[config.mk]
export PLATFORM = sky130hd
export DESIGN_NAME = simul_axi_burst_expand
export DESIGN_NICKNAME = d
export VERILOG_FILES = /design/src/rtl/simul_axi_burst_expand.sv
export SDC_FILE = /design/constraint.sdc
export NUM_CORES = 1
export LEC_CHECK = 0
export CORE_MARGIN = 5
export CORE_UTILIZATION = 45
export DETAILED_ROUTE_END_ITERATION = 7
export GPL_TIMING_DRIVEN = 0
export PLACE_DENSITY = 0.7
export SYNTH_ARGS = -nofsm -noshare
export SYNTH_HDL_FRONTEND = slang
export SYNTH_SLANG_ARGS = --single-unit
[constraint.sdc]
create_clock -name clk -period 4.41 [get_ports clk]
set_input_delay 0.6615 -clock clk [delete_from_list [all_inputs] [get_ports clk]]
set_output_delay 0.6615 -clock clk [all_outputs]
set_load 0.02 [all_outputs]
[src/rtl/simul_axi_burst_expand.sv]
// AXI3 address-channel burst expander: turns one AxADDR/AxLEN/AxSIZE/AxBURST command
// into one registered beat record per transfer, flagging protocol violations on beat 0.
module simul_axi_burst_expand #(
  parameter int ADDRESS_WIDTH   = 32,
  parameter int ID_WIDTH        = 12,
  parameter int DATA_BYTES_LOG2 = 3
) (
  input  logic                     clk,
  input  logic                     reset,
  input  logic [ID_WIDTH-1:0]      cmd_id,
  input  logic [ADDRESS_WIDTH-1:0] cmd_addr,
  input  logic [3:0]               cmd_len,
  input  logic [2:0]               cmd_size,
  input  logic [1:0]               cmd_burst,
  input  logic                     cmd_valid,
  output logic                     cmd_ready,
  output logic [ADDRESS_WIDTH-1:0] beat_addr,
  output logic [ID_WIDTH-1:0]      beat_id,
  output logic [3:0]               beat_num,
  output logic                     beat_last,
  output logic                     beat_valid,
  input  logic                     beat_ready,
  output logic                     err
);

  typedef logic [ADDRESS_WIDTH-1:0] addr_t;
  typedef enum logic [1:0] {BT_FIXED = 2'd0, BT_INCR = 2'd1, BT_WRAP = 2'd2} burst_e;
  typedef enum logic {S_IDLE = 1'b0, S_BURST = 1'b1} state_e;

  localparam logic [2:0] MAX_SIZE = 3'(DATA_BYTES_LOG2);

  state_e            state_q, state_d;
  addr_t             addr_q, addr_d;
  logic [ID_WIDTH-1:0] id_q, id_d;
  logic [3:0]        num_q, num_d;
  logic              last_q, last_d;
  logic              err_q, err_d;
  logic [3:0]        len_q, len_d;
  logic [2:0]        size_q, size_d;
  burst_e            burst_q, burst_d;
  addr_t             wmask_q, wmask_d;

  // Command decode: effective size/burst and violation flags
  logic   size_bad, rsvd_bad, wlen_bad, walign_bad, page_bad, wrap_len_ok;
  logic [2:0] c_size;
  burst_e c_burst;
  addr_t  c_s, c_wmask, c_last;

  always_comb begin
    size_bad    = cmd_size > MAX_SIZE;
    c_size      = size_bad ? MAX_SIZE : cmd_size;
    c_s         = addr_t'(1) << c_size;
    wrap_len_ok = cmd_len inside {4'd1, 4'd3, 4'd7, 4'd15};
    rsvd_bad    = cmd_burst == 2'd3;
    wlen_bad    = (cmd_burst == 2'd2) && !wrap_len_ok;
    c_burst     = BT_INCR;
    case (cmd_burst)
      2'd0:    c_burst = BT_FIXED;
      2'd2:    c_burst = wrap_len_ok ? BT_WRAP : BT_INCR;
      default: c_burst = BT_INCR;
    endcase
    walign_bad = (c_burst == BT_WRAP) && ((cmd_addr & (c_s - addr_t'(1))) != '0);
    c_wmask    = ((addr_t'(cmd_len) + addr_t'(1)) << c_size) - addr_t'(1);
    // Final INCR beat: beats after the first sit on S-aligned slots
    c_last     = (cmd_len == 4'd0) ? cmd_addr
               : (cmd_addr & ~(c_s - addr_t'(1))) + (addr_t'(cmd_len) << c_size);
    page_bad   = (c_burst == BT_INCR) && ((c_last >> 12) != (cmd_addr >> 12));
  end

  // Next beat address from the latched burst parameters
  addr_t s_cur, a_al, nxt_addr;

  always_comb begin
    s_cur = addr_t'(1) << size_q;
    a_al  = addr_q & ~(s_cur - addr_t'(1));
    case (burst_q)
      BT_FIXED: nxt_addr = addr_q;
      BT_WRAP:  nxt_addr = (a_al & ~wmask_q) | ((a_al + s_cur) & wmask_q);
      default:  nxt_addr = a_al + s_cur;
    endcase
  end

  assign beat_valid = (state_q == S_BURST);
  assign cmd_ready  = !beat_valid || (beat_ready && last_q);

  always_comb begin
    state_d = state_q;
    addr_d  = addr_q;
    id_d    = id_q;
    num_d   = num_q;
    last_d  = last_q;
    err_d   = 1'b0;
    len_d   = len_q;
    size_d  = size_q;
    burst_d = burst_q;
    wmask_d = wmask_q;

    if (state_q == S_BURST && beat_ready) begin
      if (!last_q) begin
        num_d  = num_q + 4'd1;
        last_d = (num_q + 4'd1) == len_q;
        addr_d = nxt_addr;
      end else begin
        state_d = S_IDLE;
      end
    end

    // A load overrides the burst-end return to IDLE, giving bubble-free back-to-back bursts
    if (cmd_valid && cmd_ready) begin
      state_d = S_BURST;
      addr_d  = cmd_addr;
      id_d    = cmd_id;
      num_d   = 4'd0;
      last_d  = cmd_len == 4'd0;
      len_d   = cmd_len;
      size_d  = c_size;
      burst_d = c_burst;
      wmask_d = c_wmask;
      err_d   = size_bad | rsvd_bad | wlen_bad | walign_bad | page_bad;
    end
  end

  always_ff @(posedge clk) begin
    if (reset) begin
      state_q <= S_IDLE;
      addr_q  <= '0;
      id_q    <= '0;
      num_q   <= '0;
      last_q  <= 1'b0;
      err_q   <= 1'b0;
      len_q   <= '0;
      size_q  <= '0;
      burst_q <= BT_FIXED;
      wmask_q <= '0;
    end else begin
      state_q <= state_d;
      addr_q  <= addr_d;
      id_q    <= id_d;
      num_q   <= num_d;
      last_q  <= last_d;
      err_q   <= err_d;
      len_q   <= len_d;
      size_q  <= size_d;
      burst_q <= burst_d;
      wmask_q <= wmask_d;
    end
  end

  assign beat_addr = addr_q;
  assign beat_id   = id_q;
  assign beat_num  = num_q;
  assign beat_last = last_q;
  assign err       = err_q;

endmodule
==> impl_metrics.env <==
export IMPL_synth_ff_type="dfxtp_1"
export IMPL_wl_per_cell_um=22.6
export IMPL_area_growth_synth_to_final_pct=27.7
export IMPL_grt_pass1_vias=6585
export IMPL_synthesis_area_um2=5920
export IMPL_final_util=0.578
export IMPL_antenna_found_initial=0
export IMPL_avgSynthCellArea_um2=7.66
export IMPL_cp_start_kind="register"
export IMPL_grt_ovfl_total=0
export IMPL_final_cell_mix="clkdlybuf4s50_1 (107), nand2_1 (87), dfxtp_1 (83), nor2_1 (56), a21oi_1 (56)"
export IMPL_slowest_stage="or4_1"
export IMPL_clock_fmax_mhz=242
export IMPL_die_h_um=125
export IMPL_portBuffers=107
export IMPL_cts_made_buffers=9
export IMPL_slew_viol_final=0
export IMPL_powerDensity_nw_per_um2=291
export IMPL_worst_path_buf_inv=4
export IMPL_holdWs_ns=0.461
export IMPL_antennaDiodeCount=0
export IMPL_end_kind="register"
export IMPL_grt_pass1_wl_um=37100
export IMPL_clock_latency_ns=0.36
export IMPL_fin_area_um2=7560
export IMPL_arrival_ns=4.40
export IMPL_setup_violations=0
export IMPL_path_max_fanout=10
export IMPL_hold_depth=1
export IMPL_cts_tree="built"
export IMPL_rsz0062_at_grt="no"
export IMPL_synth_edf_count=0
export IMPL_max_slew_margin=0.243
export IMPL_num_rows=42
export IMPL_hp_class="register to register"
export IMPL_required_ns=4.67
export IMPL_grt_total_usage=0.298
export IMPL_cp_depth=16
export IMPL_outcome="finished clean"
export IMPL_worst_pin_slew_ns=1.13
export IMPL_syn_inst=773
export IMPL_grt_max_degree=19
export IMPL_p_leak_nw=2.74
export IMPL_synthArstFlopShare=0
export IMPL_post_place_ws_ns=-0.395
export IMPL_cp_slowest_stage_delay_ns=0.49
export IMPL_regArea_um2=1660
export IMPL_finalClockSkew_ns=0.00939
export IMPL_criticalPathCategory="register to register"
export IMPL_place_congestion=0.969
export IMPL_finalHoldViolCount=0
export IMPL_nFillCells=1270
export IMPL_cts_sinks=83
export IMPL_viasPerCell=6.46
export IMPL_cts_buffer_depth=2
export IMPL_fp_dieW_um=125
export IMPL_synth_distinct_cells=76
export IMPL_reg2reg_depth=16
export IMPL_layout_setup_ws_ns=0.276
export IMPL_dp_hpwl_um=18100
export IMPL_ys_seq_area_frac=0.281
export IMPL_finalCriticalPeriod_ns=4.13
export IMPL_initial_utilization=0.452
export IMPL_num_vias=6953
export IMPL_cp_cell_sequence="clkbuf_2 -> nor3_2 -> inv_1 -> ha_1 -> buf_6 -> nor3b_4 -> a21oi_1 -> and2_1 -> ha_1 -> nand2_1 -> nor2_1 -> o211ai_4 -> and2_4 -> buf_6 -> or4_1 -> a311oi_1"
export IMPL_nets=978
export IMPL_io_pins=109
export IMPL_drive_above_1_share=0.0544
export IMPL_wirelength_um=24400
export IMPL_reg2reg_slack_ns=0.28
export IMPL_multi_input_area_um2=3980
export IMPL_dieArea_um2=15600
export IMPL_ant_nets=0
export IMPL_core_um2=13100
export IMPL_ys_warn_count=0
export IMPL_first_iter_violations=1059
export IMPL_cap_viol_max_count=0
export IMPL_htree_levels=3
export IMPL_vdd_ir_drop_max_v=0.000235
export IMPL_final_common_cell="clkdlybuf4s50_1"
export IMPL_post_route_period_util=0.937
export IMPL_remaining_drc_errors=0
export IMPL_clkTransAtPathRegs_ns=0.08
export IMPL_synth_seq_cells=83
export IMPL_cts_root_buffer_cell="clkbuf_16"
export IMPL_drtPass1Iterations=6
export IMPL_place_area_um2=7230
export IMPL_critPathTopFamily="simple AND/OR/NAND/NOR gates"
==> stage by stage <==
stage	power, mW	TNS, ns	instances
4_1_cts	2.18	0	1077
5_1_grt	2.28	0	1077
3_3_place_gp	1.39	-1.20	1061
2_1_floorplan	1.16	0	778
6_report	2.20	0	1077
3_5_place_dp	1.40	-2.01	1061
==> layout make-up <==
class,instances,share of cell area
Buffer,62,0.0339
Timing Repair Buffer,107,0.142
Tap cell,176,0.0291
Clock buffer,9,0.0298
Clock inverter,7,0.0101
Sequential cell,83,0.220
Multi-Input combinational cell,615,0.527
Inverter,18,0.00894
==> repair_timing <==
action	CTS	global route
endpoints found under the setup margin	11	12
buffers inserted	0	0
hold buffers	0	0
resized for setup	2	10
cloned	0	0
endpoints found under the hold margin	0	0
==> logic make-up (layout without fill, tap and decap cells) <==
kind of cell    after synthesis  after routing  synth area share
compound gates              266            266             0.314
buf+inv                      80            203            0.0541
fa+ha+maj                    25             25            0.0528
simple gates                284            284             0.245
xor+xnor                     27             27            0.0399
flops                        83             83             0.281
other cells                   2              7           0.00127
mux                           6              6            0.0123
==> sequential cells by signal (all words and copies together) (netlist names) <==
signal and cells:
beat_last 1, wmask_q 23, err 1, beat_addr 32
len_q 4, beat_id 12, burst_q 2, beat_num 4
size_q 3, beat_valid 1
==> cells in the mapped netlist (all sizes together) (6+ instances only) <==
library cell  number  area share
o2111ai           10       0.015
and2              11       0.012
ha                25       0.053
dfxtp             83        0.28
nand3             21       0.018
nand3b             7      0.0089
nand2             87       0.055
nor3b              8       0.011
a22oi             24       0.030
a21oi             57       0.048
a21o              17       0.022
buf               10      0.0097
o211ai            23       0.031
o21ai             34       0.029
nor2b              7      0.0074
nand4             17       0.018
clkbuf            52       0.033
o22ai             12       0.013
a211oi            14       0.018
nor2              56       0.036
xnor2             25       0.037
inv               18       0.011
or4                9       0.011
o221ai             6      0.0089
and3               6      0.0063
nor3              23       0.020
a31oi              9      0.0095
o21a               6      0.0076
==> per-layer routing <==
metal / part of all wire / GRT usage
met3: 0.11 / 0.0746
met4: 0.037 / 0.126
met1: 0.41 / 0.394
met5: 0 / 0
met2: 0.44 / 0.462
==> power by group <==
| group | switching [mW] | internal, mW |
|---|---|---|
| sequential | 0.0532 | 0.793 |
| combinational | 0.326 | 0.231 |
| clock | 0.392 | 0.405 |
==> worst paths after layout <==
| path | from | end |
|---|---|---|
| max | size_q[1] | beat_addr[9] |
| min | wmask_q[23] | wmask_q[23] |
| max reg2reg | size_q[1] | beat_addr[9] |
| min reg2reg | wmask_q[23] | wmask_q[23] |
Power figures use the tool's default switching activity.
